`config.mk`:
```
export PLATFORM = sky130hd
export DESIGN_NAME = instruction_fetch_flat
export DESIGN_NICKNAME = d
export VERILOG_FILES = /design/src/rtl/instruction_fetch_if.sv /design/src/rtl/instruction_fetch.sv /design/src/flat_wrapper.sv
export SDC_FILE = /design/constraint.sdc
export NUM_CORES = 1
export LEC_CHECK = 0
export BUFFER_PORTS_ARGS = -buffer_cell sky130_fd_sc_hd__clkbuf_2
export CELL_PAD_IN_SITES_DETAIL_PLACEMENT = 0
export CELL_PAD_IN_SITES_GLOBAL_PLACEMENT = 2
export CORE_MARGIN = 1.5
export CORE_UTILIZATION = 38
export CTS_BUF_LIST = sky130_fd_sc_hd__clkbuf_2 sky130_fd_sc_hd__clkbuf_4 sky130_fd_sc_hd__clkbuf_8
export DETAILED_ROUTE_END_ITERATION = 10
export MAX_ROUTING_LAYER = met4
export PLACE_DENSITY = 0.86
export RECOVER_POWER = 100
export SLEW_MARGIN = 0
export SYNTH_ARGS = -nofsm -noshare
export SYNTH_HDL_FRONTEND = slang
export SYNTH_SLANG_ARGS = --single-unit
export TNS_END_PERCENT = 1
```
`constraint.sdc`:
```
create_clock -name clk -period 3.8 [get_ports clk]
set_input_delay 0.38 -clock clk [delete_from_list [all_inputs] [get_ports clk]]
set_output_delay 0.38 -clock clk [all_outputs]
set_load 0.01 [all_outputs]
```
`src/rtl/instruction_fetch_if.sv`:
```
// Instruction-memory request/grant + response-valid bus between fetch and memory.
interface instruction_fetch_if;
   logic        IMemReq;
   logic [31:0] IMemAddr;
   logic        IMemGnt;
   logic [31:0] IMemRdata;
   logic        IMemRvalid;

   modport master (output IMemReq, IMemAddr, input IMemGnt, IMemRdata, IMemRvalid);
   modport slave  (input IMemReq, IMemAddr, output IMemGnt, IMemRdata, IMemRvalid);
endinterface

```
`src/rtl/instruction_fetch.sv`:
```
// Fetch stage: PC, single outstanding imem request, one-entry stall buffer and IF/ID register.
module instruction_fetch #(
   parameter logic [31:0] RESET_PC = 32'h0000_0000,
   parameter logic [31:0] NOP      = 32'h0000_0013
) (
   input  logic                clk,
   input  logic                rst_n,
   instruction_fetch_if.master imem,
   input  logic                Redirect,
   input  logic [31:0]         RedirectPC,
   input  logic                Stall,
   output logic [31:0]         Inst,
   output logic [31:0]         InstPC,
   output logic                InstValid
);

   localparam int unsigned XLEN = 32;
   localparam logic [XLEN-1:0] ALIGN_MASK = ~XLEN'(3);
   localparam logic [XLEN-1:0] RESET_PC_A = RESET_PC & ALIGN_MASK;

   typedef enum logic [2:0] {
      IDLE = 3'd0,
      REQ  = 3'd1,
      WAIT = 3'd2,
      DROP = 3'd3,
      FULL = 3'd4
   } state_e;

   state_e          state_q, state_d;
   logic [XLEN-1:0] pc_q, pc_d;
   logic [XLEN-1:0] fetch_pc_q, fetch_pc_d;
   logic [XLEN-1:0] buf_q, buf_d;
   logic [XLEN-1:0] inst_q, inst_d;
   logic [XLEN-1:0] inst_pc_q, inst_pc_d;
   logic            inst_valid_q, inst_valid_d;
   logic            req_q, req_d;

   logic            acc;
   logic            load;
   logic [XLEN-1:0] load_data;
   logic [XLEN-1:0] redirect_pc;

   assign acc         = !Stall || !inst_valid_q;
   assign redirect_pc = RedirectPC & ALIGN_MASK;

   // Next-state, PC bookkeeping and IF/ID register update
   always_comb begin
      state_d      = state_q;
      pc_d         = pc_q;
      fetch_pc_d   = fetch_pc_q;
      buf_d        = buf_q;
      load         = 1'b0;
      load_data    = buf_q;
      inst_d       = inst_q;
      inst_pc_d    = inst_pc_q;
      inst_valid_d = inst_valid_q;

      unique case (state_q)
         IDLE: state_d = REQ;
         REQ: begin
            if (Redirect) begin
               pc_d = redirect_pc;
               if (imem.IMemGnt) state_d = DROP;
            end else if (imem.IMemGnt) begin
               fetch_pc_d = pc_q;
               pc_d       = pc_q + XLEN'(4);
               state_d    = WAIT;
            end
         end
         WAIT: begin
            if (Redirect) begin
               pc_d    = redirect_pc;
               state_d = imem.IMemRvalid ? REQ : DROP;
            end else if (imem.IMemRvalid) begin
               if (acc) begin
                  load      = 1'b1;
                  load_data = imem.IMemRdata;
               end else begin
                  buf_d = imem.IMemRdata;
               end
               state_d = acc ? REQ : FULL;
            end
         end
         DROP: begin
            // A redirect here still retargets the PC even when the stale word returns
            if (Redirect)         pc_d    = redirect_pc;
            if (imem.IMemRvalid)  state_d = REQ;
         end
         FULL: begin
            if (Redirect) begin
               pc_d    = redirect_pc;
               state_d = REQ;
            end else if (acc) begin
               load    = 1'b1;
               state_d = REQ;
            end
         end
         default: state_d = IDLE;
      endcase

      if (Redirect) begin
         inst_d       = NOP;
         inst_valid_d = 1'b0;
      end else if (load) begin
         inst_d       = load_data;
         inst_pc_d    = fetch_pc_q;
         inst_valid_d = 1'b1;
      end else if (!(Stall && inst_valid_q)) begin
         inst_d       = NOP;
         inst_valid_d = 1'b0;
      end

      req_d = (state_d == REQ);
   end

   always_ff @(posedge clk or negedge rst_n) begin
      if (!rst_n) begin
         state_q      <= IDLE;
         pc_q         <= RESET_PC_A;
         fetch_pc_q   <= RESET_PC_A;
         buf_q        <= '0;
         inst_q       <= NOP;
         inst_pc_q    <= RESET_PC_A;
         inst_valid_q <= 1'b0;
         req_q        <= 1'b0;
      end else begin
         state_q      <= state_d;
         pc_q         <= pc_d;
         fetch_pc_q   <= fetch_pc_d;
         buf_q        <= buf_d;
         inst_q       <= inst_d;
         inst_pc_q    <= inst_pc_d;
         inst_valid_q <= inst_valid_d;
         req_q        <= req_d;
      end
   end

   assign imem.IMemReq  = req_q;
   assign imem.IMemAddr = pc_q;
   assign Inst          = inst_q;
   assign InstPC        = inst_pc_q;
   assign InstValid     = inst_valid_q;

endmodule

```
`src/flat_wrapper.sv`:
```
// flat-port wrapper written by rule: the top's interface ports become plain ports
module instruction_fetch_flat 
#(
   parameter logic [31:0] RESET_PC = 32'h0000_0000,
   parameter logic [31:0] NOP      = 32'h0000_0013
)
  (clk, rst_n, Redirect, RedirectPC, Stall, Inst, InstPC, InstValid, imem_IMemReq, imem_IMemAddr, imem_IMemGnt, imem_IMemRdata, imem_IMemRvalid);
  instruction_fetch_if imem_i ();
  input  logic clk;
  input  logic rst_n;
  input  logic Redirect;
  input  logic [31:0] RedirectPC;
  input  logic Stall;
  output logic [31:0] Inst;
  output logic [31:0] InstPC;
  output logic InstValid;
  output wire logic [$bits(imem_i.IMemReq)-1:0] imem_IMemReq;
  output wire logic [$bits(imem_i.IMemAddr)-1:0] imem_IMemAddr;
  input wire logic [$bits(imem_i.IMemGnt)-1:0] imem_IMemGnt;
  input wire logic [$bits(imem_i.IMemRdata)-1:0] imem_IMemRdata;
  input wire logic [$bits(imem_i.IMemRvalid)-1:0] imem_IMemRvalid;
  assign imem_IMemReq = imem_i.IMemReq;
  assign imem_IMemAddr = imem_i.IMemAddr;
  assign imem_i.IMemGnt = imem_IMemGnt;
  assign imem_i.IMemRdata = imem_IMemRdata;
  assign imem_i.IMemRvalid = imem_IMemRvalid;
  instruction_fetch #(.RESET_PC(RESET_PC), .NOP(NOP)) u_core (.clk(clk), .rst_n(rst_n), .imem(imem_i), .Redirect(Redirect), .RedirectPC(RedirectPC), .Stall(Stall), .Inst(Inst), .InstPC(InstPC), .InstValid(InstValid));
endmodule
```
==> out/results.txt, run 1 <==
The run finished, with violations left. The checks that failed: max-capacitance violations, max-slew violations. The maximum number of pins on one net before global-route repair is 97, and the number of antenna violations at the first check in global routing is 0.

The clock tree skew after final layout was 0.0115 ns. Counting the buffers created by CTS gives 17. The final routed wirelength across all metal layers came out at 18.9 mm.

The total number of H-tree levels came out at 4. Largest area contributor in the synthesized netlist: sky130_fd_sc_hd__dfrtp_1. The post-route clock period utilization is 74.6%. The clock network burns 26.9% of the power. Setup total negative slack on the finished layout was measured at 0 ns.

The via density per instance came out at 5.21. STA classifies the critical path endpoint as a register. The tree is rooted in a sky130_fd_sc_hd__clkbuf_8.

Relative slew slack: -64.4%. The largest stage delay on the critical path was 0.91 ns; the shortest clock period the worst path allows after layout was 2.84 ns. Via count of the first global-routing pass: 5712.

Leaving out fill and tap cells, the most frequent cells in the layout are 156 x sky130_fd_sc_hd__dfrtp_1, 144 x sky130_fd_sc_hd__nand2_1, 98 x sky130_fd_sc_hd__clkbuf_1. The internal power contribution is 2.99 mW, and the sequential cell area in the final layout is 3980 sq um. The logs give 51.9% for the fraction of power consumed by sequential logic and 0.815 for the routability congestion estimate from global placement. The maximum vdd ir drop is 0.259 mV, and the x dimension of the die is 141 um. The initial utilization of the core area, before any placement, comes to 38.6%.

For the worst setup path, the data required time is 4.07 ns. The tree built by TritonCTS fans out to 159 sinks. For the number of antenna repair diodes, the log shows 0. Prevailing post-synth register cell: sky130_fd_sc_hd__dfrtp_1. The worst setup slack before clock tree synthesis is 1.43 ns, and the number of max-slew violations in the final report is 131. During synthesis, Yosys emitted a total of 0 warnings.

Hold timing on the final database bottoms out at a slack of 0.176 ns. For this design the total switching power over the nets is 1.59 mW. The first global-routing pass estimated 30.2 mm of wire. The initialized floorplan defines 50 standard-cell rows. The critical path goes through nand3b_1 > a211o_1 > nand2b_1 > clkbuf_1 > o21ai_0. For the pin with the worst max-slew slack, the measured transition is 2.47 ns.

Dividing total power by cell area gives a power density of 542 nW/um^2. Across every metal layer, demand over resource in global routing totals 20.0%. Number of hold-repair buffers added at the cts stage: 0. The tools report the post-CTS setup-driven buffer insertion count as 0. The highest net fanout along the worst path was 28; the cell area after synthesis was 7230 sq um. The total of fill cells in the finished design is 1867, and the relative area change from synthesis to final layout is 16.8%. The total via count after detailed routing is 5579.

By area the synthesized netlist is led by sky130_fd_sc_hd__dfrtp_1 54%, sky130_fd_sc_hd__nand2_1 7.4%, sky130_fd_sc_hd__mux2_2 5.8%. Counting distinct cell types in the post-synthesis netlist gives 56. Summing the sequential cell areas from Yosys gives 55.1% of the chip area. The kind of cell adding the most delay to the critical path is buffers and inverters.

Counting along the longest clock path gives a buffer depth of 2. At the worst endpoint, the arrival time is 3.11 ns. Timing would allow up to 0.353 GHz. For the detailed-routing iteration count for the pre-antenna-repair pass, the log shows 4. Overall power consumption after layout is estimated at 4.58 mW. For the core outline area, the log shows 18700 sq um. Port buffering added 161 buffers.

The total die area was 19900 sq um. The slack of the critical path is 0.964 ns. After detailed routing, the average wire length per cell comes to 17.6 um. After technology mapping, the gate count stands at 675.

Leaving out fill and tap cells, the most frequent cell in the layout is sky130_fd_sc_hd__dfrtp_1. Of all flip-flops after synthesis, the portion carrying an async set or reset was 100%. In this run, synthesis produced a sequential element count of 159. In this run the static leakage power is 3.87 nW.

The min-delay analysis places its worst path in the category input port to register. Max-cap violations in this run came to 2. Detailed placement finished with a half-perimeter wire length of 12.9 mm. Of the total power, the share spent switching nets is 34.7%. Once detail routing completed, the nets flagged for antenna violations numbered 0. The tools report the category of the worst setup path launch point as a register. Per report_power, the combinational group accounts for 21.3% of the total. Number of buffers and inverters on the critical path: 1.

Critical-path cell with the highest stage delay: sky130_fd_sc_hd__clkbuf_1. The worst-skew pair later-pin latency is 0.44 ns, and the die extent in y is 141 um. The layout cell share with drive strength beyond 1 is 19.1%. For this run the aggregate overflow at the end of global routing stands at 0.

The synthesized design contains 0 enable-type register cells. TritonCTS built the clock tree. The count of endpoints failing setup in the final report was 0; the average cell area after synthesis was 10.7 sq um. Final count of hold timing violations: 0. Of the post-synthesis cell area, the dominant cell type holds 54.0%. Setup repair after global routing left no endpoint under its margin. The logs give 0 for the number of cells upsized or downsized after cts and 168 for the total I/O pin count. The multi-input logic area is 2990 sq um, and the initial detailed-routing violation count is 286. The worst setup path is of the register to register kind. The logs give 895 for the number of nets in the final layout and 0 for the final routed DRC violation total. The clock-pin slew reported for the worst setup and hold paths after clock tree synthesis came out at 0.09 ns.
## worst paths after layout
| kind | from | end | slack [ns] | depth (start not counted) |
|---|---|---|---|---|
| worst min register to register | u_core.fetch_pc_q[26]$_DFFE_PN0P_ | u_core.fetch_pc_q[26]$_DFFE_PN0P_ | 0.48 | 2 |
| worst max-delay path | u_core.state_q[2]$_DFF_PN0_ | u_core.Inst[29]$_DFFE_PN0P_ | 0.96 | 5 |
| min in group asynchronous | rst_n | u_core.Inst[29]$_DFFE_PN0P_ | 0.68 | 1 |
| worst max register to register | u_core.state_q[2]$_DFF_PN0_ | u_core.Inst[29]$_DFFE_PN0P_ | 0.96 | 5 |
| worst min-delay path | imem_IMemRdata[17] | u_core.buf_q[17]$_DFFE_PN0P_ | 0.18 | 2 |
| max in group asynchronous | rst_n | u_core.imem.IMemAddr[31]$_DFFE_PN0P_ | 1.67 | 1 |
## cells by family (layout without fill, tap and decap cells)
| kind of cell | Yosys count | after routing | synth area share [%] |
|---|---|---|---|
| and+or+nand+nor | 253 | 253 | 16.8 |
| DFF | 159 | 159 | 55.1 |
| AOI/OAI and AO/OA | 113 | 113 | 9.67 |
| muxes | 96 | 96 | 14.4 |
| buffers and inverters | 52 | 211 | 3.81 |
| adders and majority gates | 1 | 1 | 0.173 |
| other | 1 | 4 | 0.0519 |
## power groups by stage
stage,Combinational (mW),Clock [mW],Sequential (mW)
2_1_floorplan,0.530,0,2.41
3_3_place_gp,1.02,0,2.39
3_5_place_dp,1.05,0,2.41
4_1_cts,1.05,1.28,2.38
5_1_grt,1.09,1.35,2.44
6_report,0.974,1.23,2.38
## per-stage QoR
step | util, % | instance area, sq um | std cells
floorplan | - | 7240 | 678
global placement | 43.9 | 8220 | 1039
detailed placement | 43.9 | 8220 | 1039
CTS | 46.0 | 8600 | 1071
global route | 45.2 | 8450 | 1071
finish | 45.2 | 8450 | 1071
## final cells by class
class / count / area share, %
Inverter: 5 / 0.222
Multi-Input combinational cell: 467 / 35.3
Clock inverter: 13 / 1.53
Sequential cell: 159 / 47.1
Clock buffer: 19 / 3.02
Timing Repair Buffer: 174 / 9.27
Tap cell: 234 / 3.47
## state kept, by name, summed over array words and instances (netlist names)
name                  cells
u_core.Inst              32
u_core.InstPC            30
u_core.fetch_pc_q        30
u_core.state_q            3
u_core.InstValid          1
u_core.imem.IMemAddr     30
u_core.buf_q             32
u_core.imem.IMemReq       1
## synthesized netlist by cell type, types with 2 or more instances
cell type	instances
sky130_fd_sc_hd__a311oi_1	2
sky130_fd_sc_hd__mux2_2	37
sky130_fd_sc_hd__buf_4	7
sky130_fd_sc_hd__dfstp_2	3
sky130_fd_sc_hd__nor4_1	6
sky130_fd_sc_hd__dfrtp_1	156
sky130_fd_sc_hd__a211o_1	2
sky130_fd_sc_hd__nand3_1	22
sky130_fd_sc_hd__and3_1	6
sky130_fd_sc_hd__or3_1	7
sky130_fd_sc_hd__buf_2	19
sky130_fd_sc_hd__o21ai_0	48
sky130_fd_sc_hd__nand4_1	10
sky130_fd_sc_hd__nand2b_1	4
sky130_fd_sc_hd__o22ai_1	5
sky130_fd_sc_hd__o22a_1	6
sky130_fd_sc_hd__o21a_1	4
sky130_fd_sc_hd__a22oi_1	2
sky130_fd_sc_hd__inv_1	5
sky130_fd_sc_hd__nor2_1	23
sky130_fd_sc_hd__clkbuf_1	16
sky130_fd_sc_hd__and4_1	6
sky130_fd_sc_hd__nor3_1	12
sky130_fd_sc_hd__a31oi_1	6
sky130_fd_sc_hd__mux2i_1	31
sky130_fd_sc_hd__a31o_2	2
sky130_fd_sc_hd__a211oi_1	3
sky130_fd_sc_hd__mux2_1	28
sky130_fd_sc_hd__a311o_1	2
sky130_fd_sc_hd__nand2_1	143
sky130_fd_sc_hd__nand3b_1	2
sky130_fd_sc_hd__a21oi_1	23
sky130_fd_sc_hd__buf_6	4
## per-layer routing
layer | vias up | part of all wire (%) | wire [um] | global-route usage [%]
met1 | 2725 | 45 | 8470 | 25.4
met3 | 9 | 6.5 | 1220 | 4.65
li1 | 2662 | - | - | -
met4 | 0 | 0.52 | 99 | 5.48
met5 | - | 0 | 0 | -
met2 | 183 | 48 | 9080 | 32.4
(Power assumes the default switching activity.)
==> inputs of run 2 (changes only) <==
--- a/config.mk
+++ b/config.mk
@@ -9,11 +9,11 @@
 export CELL_PAD_IN_SITES_DETAIL_PLACEMENT = 0
 export CELL_PAD_IN_SITES_GLOBAL_PLACEMENT = 2
 export CORE_MARGIN = 1.5
-export CORE_UTILIZATION = 38
+export CORE_UTILIZATION = 32
 export CTS_BUF_LIST = sky130_fd_sc_hd__clkbuf_2 sky130_fd_sc_hd__clkbuf_4 sky130_fd_sc_hd__clkbuf_8
 export DETAILED_ROUTE_END_ITERATION = 10
 export MAX_ROUTING_LAYER = met4
-export PLACE_DENSITY = 0.86
+export PLACE_DENSITY = 0.77
 export RECOVER_POWER = 100
 export SLEW_MARGIN = 0
 export SYNTH_ARGS = -nofsm -noshare
==> constraint.sdc (replaced) <==
create_clock -name clk -period 2.6 [get_ports clk]
set_input_delay 0.26 -clock clk [delete_from_list [all_inputs] [get_ports clk]]
set_output_delay 0.26 -clock clk [all_outputs]
set_load 0.01 [all_outputs]
==> run 2 against run 1 <==
  * The run now ends clean
  * First-iteration DRC count is 11% lower
  * Via count fell by 0.36%
  * Global-route usage down 2.6 points
  * Register-to-register slack worse by 0.60 ns
  * Die area is 18% higher
  * Power increased by 47%
  * Clock-buffer cell count shrank 1
  * Maximum frequency increased by 27%
  * Worst setup slack got worse by 0.60 ns
  * Flip-flop and latch count did not move
  * Cell count grew 5.3%
  * Sequential power grew 46%
  * Largest cell class unchanged
  * Largest power group unchanged
==> out/results.txt, run 2 (synthesized netlist as in run 1, its figures left out) <==
The number of nets in the final layout came out at 906 (was 895). The tools report the total number of H-tree levels as 4 (unchanged). Startpoint-to-endpoint class of the critical path: register to register (unchanged). The run gives 0 (unchanged) as the post-CTS setup-driven buffer insertion count.

The port buffer count is 161 (unchanged), and the via density per instance is 4.93 (was 5.21). Relative area change from synthesis to final layout: 18.8% (was 16.8%). The clock sink total was 159 (unchanged).

The run finished with clean final reports. The commonest non-fill, non-tap cell in the layout was sky130_fd_sc_hd__dfrtp_1 (unchanged). The total via count after detailed routing was 5559 (was 5579); the overflow left after global routing was 0 (unchanged). The average wire per cell in the routed design was 17.1 um (was 17.6 um); the number of max-cap violations was 0 (was 2). The run gives 2 (unchanged) as the maximum clock path buffer count.

The total of fill cells in the finished design is 2305 (was 1867). Sum of internal, switching and leakage power: 6.74 mW (was 4.58 mW). Highest-count cells in the layout ignoring fill and taps: 156 x sky130_fd_sc_hd__dfrtp_1, 144 x sky130_fd_sc_hd__nand2_1, 98 x sky130_fd_sc_hd__clkbuf_1 (unchanged). The global-route wire length before repair is 31.1 mm (was 30.2 mm). The tools report the reg-to-reg critical path startpoint as u_core.state_q[2]$_DFF_PN0_ (unchanged).

For the maximum vdd ir drop, the log shows 0.354 mV (was 0.259 mV). For the worst setup slack before clock tree synthesis, the log shows 0.492 ns (was 1.43 ns). The tools report the number of core rows as 54 (was 50). The tools report the endpoint of the worst-slack reg-to-reg timing path as u_core.Inst[10]$_DFFE_PN0P_ (was u_core.Inst[29]$_DFFE_PN0P_). The logs give 19.3 mm (was 18.9 mm) for the final routed wirelength across all metal layers and 0.448 GHz (was 0.353 GHz) for the highest clock frequency the design can meet. The run gives 0.367 ns (was 0.964 ns) as the slack of the critical path. The number of cells on the worst hold path works out to 2 (unchanged). The run gives 1095 (was 1039) as the number of cells in the design after placement.

The core outline area came out at 22000 sq um (was 18700 sq um). The run gives 0.37 ns (was 0.96 ns) as the worst setup slack for register-to-register paths. The x dimension of the die works out to 153 um (was 141 um). The relative slew slack is 19.6% (was -64.4%), and the clock tree skew after final layout is 0.0203 ns (was 0.0115 ns). The total I/O pin count came out at 168 (unchanged). Clock-pin slew reported for the worst setup and hold paths after clock tree synthesis: 0.10 ns (was 0.09 ns). The hold path startpoint was imem_IMemRdata[13] (was imem_IMemRdata[17]). The worst endpoint data arrival time came out at 2.54 ns (was 3.11 ns).

The detailed-routing iteration count for the pre-antenna-repair pass was 4 (unchanged); the die extent in y was 153 um (was 141 um). The ratio of total power to cell area was 785 nW/um^2 (was 542 nW/um^2); the worst-skew pair later-pin latency was 0.45 ns (was 0.44 ns). The shortest clock period the worst path allows after layout is 2.23 ns (was 2.84 ns).

The run gives 0 (was 131) as the number of max-slew violations in the final report. Logic depth of the worst register-to-register path: 6 (was 5). The initial detailed-routing violation count was 255 (was 286); the total die area was 23500 sq um (was 19900 sq um).

The tools report the maximum number of pins on one net before global-route repair as 52 (was 97). For the final routed DRC violation total, the log shows 0 (unchanged). The tools report the type of element capturing the critical path as a register (unchanged). For the count of nets left with antenna violations after detail routing, the log shows 0 (unchanged).

TritonCTS built the clock tree. The number of antenna repair diodes is 0 (unchanged). Start point of the critical path: u_core.state_q[2]$_DFF_PN0_ (unchanged). The layout cell share with drive strength beyond 1 is 19.9% (was 19.1%), and the post-route clock period utilization is 85.9% (was 74.6%). The run gives 0.0505 ns (was 0.176 ns) as the final-layout worst hold slack. The tools report the leakage component of the power as 3.92 nW (was 3.87 nW). End of the worst hold path: u_core.buf_q[13]$_DFFE_PN0P_ (was u_core.buf_q[17]$_DFFE_PN0P_). The filler-free cell count of the finished design is 1128 (was 1071). The final count of hold timing violations came out at 0 (unchanged).

The tools report the data required time of the critical path as 2.90 ns (was 4.07 ns). The via count of the first global-routing pass was 5603 (was 5712). The measured slew at the worst slew-check pin was 1.21 ns (was 2.47 ns); the starting density of the core was 32.8% (was 38.6%).

The highest net fanout along the worst path was 18 (was 28); the combined global-route utilization of all metal layers was 17.4% (was 20.0%). The logs give 13.2 mm (was 12.9 mm) for the sum of net half-perimeters after detailed placement and 0 ns (unchanged) for the total negative slack. The tools report the category of the worst setup path launch point as a register (unchanged). The routability congestion estimate from global placement was 0.768 (was 0.815).

Root cell of the clock tree: sky130_fd_sc_hd__clkbuf_8 (unchanged). The logs give 0 (unchanged) for the count of endpoints failing setup in the final report and 0 (unchanged) for the number of antenna violations at the first check in global routing. Setup repair after global routing left no endpoint under its margin. The worst min-delay path class is input port to register (unchanged). The number of buffers added by the clock tree synthesis step was 17 (unchanged).
run 2: worst max path at each step:
stage | endpoint
after floorplan | u_core.imem.IMemAddr[26]$_DFFE_PN0P_
after detailed placement | u_core.fetch_pc_q[19]$_DFFE_PN0P_
after global placement | u_core.fetch_pc_q[18]$_DFFE_PN0P_
after CTS | u_core.fetch_pc_q[18]$_DFFE_PN0P_
after global routing | u_core.imem.IMemAddr[28]$_DFFE_PN0P_
final | u_core.Inst[10]$_DFFE_PN0P_
run 2: cell type report:
type	count	area (sq um)	share of cell area [%]
Sequential cell	159	3980	46.4
Multi-Input combinational cell	467	2980	34.7
Timing Repair Buffer	185	868	10.1
Tap cell	280	350	4.08
Clock buffer	18	241	2.81
Clock inverter	14	145	1.69
Inverter	5	18.8	0.219
run 2: report_power, final:
group / internal, mW / total (mW) / switching [mW]
Combinational: 0.578 / 1.43 / 0.854
Sequential: 2.99 / 3.47 / 0.484
Clock: 0.804 / 1.83 / 1.03
Total: 4.37 / 6.74 / 2.37
run 2: critical path: stages (launching register included):
cell and delay, ns:
sky130_fd_sc_hd__dfrtp_1 0.50, sky130_fd_sc_hd__nand3b_1 0.27, sky130_fd_sc_hd__nor2_4 0.12, sky130_fd_sc_hd__buf_4 0.25, sky130_fd_sc_hd__clkbuf_2 0.56, sky130_fd_sc_hd__mux2i_1 0.27
sky130_fd_sc_hd__o21ai_0 0.10
run 2: stage by stage:
stage               cell area (sq um)  utilization [%]
floorplan                        7240                -
global placement                 8390             38.1
detailed placement               8390             38.1
CTS                              8790             39.9
global route                     8590             39.0
finish                           8590             39.0
run 2: what timing repair did:
action | 4_1_cts | 5_1_grt
resized for setup | 0 | 0
setup endpoints to repair | 0 | 0
endpoints found under the hold margin | 41 | 0
hold buffers | 1 | 0
run 2: per-layer routing:
metal  vias to the layer above  GRT usage, %  routed length (um)
met5                         -             -                   0
met2                       148          26.5                8760
met1                      2704          23.3                9230
met3                         5          4.68                1160
met4                         0          3.64                  98
li1                       2702             -                   -
==> inputs of run 3 (changes only) <==
--- a/config.mk
+++ b/config.mk
@@ -6,12 +6,14 @@
 export NUM_CORES = 1
 export LEC_CHECK = 0
 export BUFFER_PORTS_ARGS = -buffer_cell sky130_fd_sc_hd__clkbuf_2
+export CAP_MARGIN = 20
 export CELL_PAD_IN_SITES_DETAIL_PLACEMENT = 0
 export CELL_PAD_IN_SITES_GLOBAL_PLACEMENT = 2
 export CORE_MARGIN = 1.5
 export CORE_UTILIZATION = 32
 export CTS_BUF_LIST = sky130_fd_sc_hd__clkbuf_2 sky130_fd_sc_hd__clkbuf_4 sky130_fd_sc_hd__clkbuf_8
 export DETAILED_ROUTE_END_ITERATION = 10
+export GPL_TIMING_DRIVEN = 0
 export MAX_ROUTING_LAYER = met4
 export PLACE_DENSITY = 0.77
 export RECOVER_POWER = 100
==> run 3 against run 2 <==
  * The flow now finishes with violations (max-capacitance violations, max-slew violations)
  * Sequential power decreased by 1%
  * Sequential share of layout area shrank 0.59 points
  * Clock skew decreased by 0.0033 ns
  * Wire length is 6.9% higher
  * Utilization grew 0.50 points
  * Critical path type unchanged
==> out/results.txt, run 3 (synthesized netlist as in run 1, its figures left out) <==
The run finished, with violations left. The checks that failed: max-capacitance violations, max-slew violations. The number of cells on the worst hold path was 2 (unchanged); the maximum clock path buffer count was 2 (unchanged). For the worst setup slack before clock tree synthesis, the log shows 0.219 ns (was 0.492 ns). Clock-pin slew reported for the worst setup and hold paths after clock tree synthesis: 0.11 ns (was 0.10 ns). For the worst-skew pair later-pin latency, the log shows 0.46 ns (was 0.45 ns). The total negative slack was 0 ns (unchanged). The run gives 0.410 GHz (was 0.448 GHz) as the highest clock frequency the design can meet. The highest net fanout along the worst path was 9 (was 18).

Reg-to-reg critical path startpoint: u_core.imem.IMemAddr[2]$_DFFE_PN0P_ (was u_core.state_q[2]$_DFF_PN0_). The count of endpoints failing setup in the final report was 0 (unchanged); the x dimension of the die was 153 um (unchanged). The number of nets in the final layout is 932 (was 906). The logs give 0.16 ns (was 0.37 ns) for the worst setup slack for register-to-register paths and 2271 (was 2305) for the total of fill cells in the finished design. The total die area is 23500 sq um (unchanged), and the initial detailed-routing violation count is 251 (was 255). The core outline area was 22000 sq um (unchanged).

The tools report the slack of the critical path as 0.163 ns (was 0.367 ns). Port buffer count: 161 (unchanged). The measured slew at the worst slew-check pin is 1.72 ns (was 1.21 ns). The tools report the final design utilization as 39.5% (was 39.0%).

The logs give 1 (was 0) for the number of max-cap violations and 32.4 mm (was 31.1 mm) for the global-route wire length before repair. The ratio of total power to cell area is 794 nW/um^2 (was 785 nW/um^2). Setup repair after global routing left no endpoint under its margin. The root cell of the clock tree was sky130_fd_sc_hd__clkbuf_8 (unchanged). The die extent in y works out to 153 um (unchanged). The worst min-delay path class was input port to register (unchanged). For the number of cells in the design after placement, the log shows 1120 (was 1095). For the final count of hold timing violations, the log shows 0 (unchanged).

For the clock tree skew after final layout, the log shows 0.0170 ns (was 0.0203 ns). The category of the worst setup path launch point was a register (unchanged). The run gives 159 (unchanged) as the clock sink total. The detailed-routing iteration count for the pre-antenna-repair pass is 4 (unchanged). The number of core rows is 54 (unchanged), and the maximum vdd ir drop is 0.305 mV (was 0.354 mV). Via density per instance: 4.97 (was 4.93).

The run gives 0 (unchanged) as the number of antenna violations at the first check in global routing. The relative area change from synthesis to final layout was 20.3% (was 18.8%); the total number of H-tree levels was 4 (unchanged). The average wire per cell in the routed design is 17.8 um (was 17.1 um), and the leakage component of the power is 3.99 nW (was 3.92 nW). The count of nets left with antenna violations after detail routing is 0 (unchanged), and the total I/O pin count is 168 (unchanged). The run gives 95 (was 52) as the maximum number of pins on one net before global-route repair. End of the worst hold path: u_core.buf_q[12]$_DFFE_PN0P_ (was u_core.buf_q[13]$_DFFE_PN0P_). Hold path startpoint: imem_IMemRdata[12] (was imem_IMemRdata[13]). The combined global-route utilization of all metal layers was 18.4% (was 17.4%). The number of max-slew violations in the final report came out at 66 (was 0). The shortest clock period the worst path allows after layout was 2.44 ns (was 2.23 ns). The filler-free cell count of the finished design was 1154 (was 1128). Overflow left after global routing: 0 (unchanged).

The startpoint-to-endpoint class of the critical path was register to register (unchanged). The number of antenna repair diodes was 0 (unchanged). The type of element capturing the critical path is a register (unchanged).

The logs give 20.6 mm (was 19.3 mm) for the final routed wirelength across all metal layers and 2.98 ns (was 2.90 ns) for the data required time of the critical path. Post-route clock period utilization: 93.7% (was 85.9%). TritonCTS built the clock tree. The logs give 2.82 ns (was 2.54 ns) for the worst endpoint data arrival time and 0.805 (was 0.768) for the routability congestion estimate from global placement.

The sum of net half-perimeters after detailed placement came out at 14.5 mm (was 13.2 mm). Total via count after detailed routing: 5738 (was 5559). The logs give 0 (unchanged) for the final routed DRC violation total and 5693 (was 5603) for the via count of the first global-routing pass. The final-layout worst hold slack came out at 0.0370 ns (was 0.0505 ns). Highest-count cells in the layout ignoring fill and taps: 156 x sky130_fd_sc_hd__dfrtp_1, 143 x sky130_fd_sc_hd__nand2_1, 117 x sky130_fd_sc_hd__clkbuf_1 (was 156 x sky130_fd_sc_hd__dfrtp_1, 144 x sky130_fd_sc_hd__nand2_1, 98 x sky130_fd_sc_hd__clkbuf_1). The layout cell share with drive strength beyond 1 works out to 19.7% (was 19.9%).

For the relative slew slack, the log shows -14.6% (was 19.6%). The starting density of the core came out at 32.8% (unchanged). The commonest non-fill, non-tap cell in the layout was sky130_fd_sc_hd__dfrtp_1 (unchanged). The logic depth of the worst register-to-register path was 7 (was 6). The endpoint of the worst-slack reg-to-reg timing path is u_core.imem.IMemAddr[28]$_DFFE_PN0P_ (was u_core.Inst[10]$_DFFE_PN0P_). The run gives 17 (unchanged) as the number of buffers added by the clock tree synthesis step.
==> run 3: cell count changes in the layout (fill, tap and decap cells not counted), moves of 2 or more <==
cell / delta
sky130_fd_sc_hd__clkbuf_4: -3
sky130_fd_sc_hd__buf_12: -2
sky130_fd_sc_hd__nor3_1: +2
sky130_fd_sc_hd__buf_6: +4
sky130_fd_sc_hd__buf_4: -4
sky130_fd_sc_hd__clkbuf_1: +19
sky130_fd_sc_hd__buf_2: +7
sky130_fd_sc_hd__nor3_2: -2
sky130_fd_sc_hd__nor2_1: +2
sky130_fd_sc_hd__inv_6: -2
==> run 3: cell type report <==
cell class | count | area (sq um) | share of cell area [%]
clock inverter | 15 | 175 | 2.01
sequential | 159 | 3980 | 45.8
clock buffer | 17 | 234 | 2.69
multi-input combinational | 467 | 2960 | 34.0
inverter | 5 | 18.8 | 0.216
tap | 280 | 350 | 4.03
buffer | 47 | 245 | 2.82
timing repair buffer | 164 | 736 | 8.46
==> run 3: critical path, stage by stage (launching register included) <==
cell,delay [ns]
sky130_fd_sc_hd__dfrtp_1,0.53
sky130_fd_sc_hd__ha_1,0.27
sky130_fd_sc_hd__and3_1,0.17
sky130_fd_sc_hd__clkbuf_1,0.29
sky130_fd_sc_hd__nand2_2,0.23
sky130_fd_sc_hd__nor4_1,0.50
sky130_fd_sc_hd__nand4_1,0.18
sky130_fd_sc_hd__a31oi_1,0.20
==> run 3: where the power goes <==
part	switching (mW)	leakage, nW	internal [mW]
logic	0.931	1.73	0.588
clock network	1.06	0.204	0.889
registers	0.442	2.06	2.99
total	2.43	3.99	4.47
==> run 3: worst max path at each step <==
stage | from | to | slack (ns) | cells past startpoint
2_1_floorplan | u_core.imem.IMemAddr[2]$_DFFE_PN0P_ | u_core.imem.IMemAddr[26]$_DFFE_PN0P_ | 0.75 | 7
3_3_place_gp | rst_n | u_core.InstPC[7]$_DFFE_PN0P_ | -1.80 | 1
3_5_place_dp | u_core.imem.IMemAddr[2]$_DFFE_PN0P_ | u_core.imem.IMemAddr[28]$_DFFE_PN0P_ | 0.22 | 7
4_1_cts | u_core.imem.IMemAddr[2]$_DFFE_PN0P_ | u_core.imem.IMemAddr[28]$_DFFE_PN0P_ | 0.17 | 7
5_1_grt | u_core.imem.IMemAddr[2]$_DFFE_PN0P_ | u_core.imem.IMemAddr[30]$_DFFE_PN0P_ | 0.05 | 7
6_report | u_core.imem.IMemAddr[2]$_DFFE_PN0P_ | u_core.imem.IMemAddr[28]$_DFFE_PN0P_ | 0.16 | 7
==> run 3: timing repair <==
action | in CTS | in global routing
buffers inserted | 0 | 0
hold buffers | 2 | 0
resized for setup | 0 | 0
endpoints found under the hold margin | 66 | 0
==> run 3: stage by stage <==
| stage | instance area (sq um) | total power, mW |
|---|---|---|
| after floorplan | 7240 | 4.30 |
| after detailed placement | 8430 | 5.13 |
| after CTS | 8860 | 7.11 |
| after global placement | 8400 | 5.11 |
| final | 8700 | 6.90 |
| after global routing | 8700 | 7.35 |
==> run 3: layer usage <==
layer	vias to the layer above	track usage, %	share of wire [%]
li1	2755	-	-
met4	0	4.62	0.65
met2	180	27.4	46
met5	-	-	0
met1	2793	25.2	48
met3	10	4.14	5.3
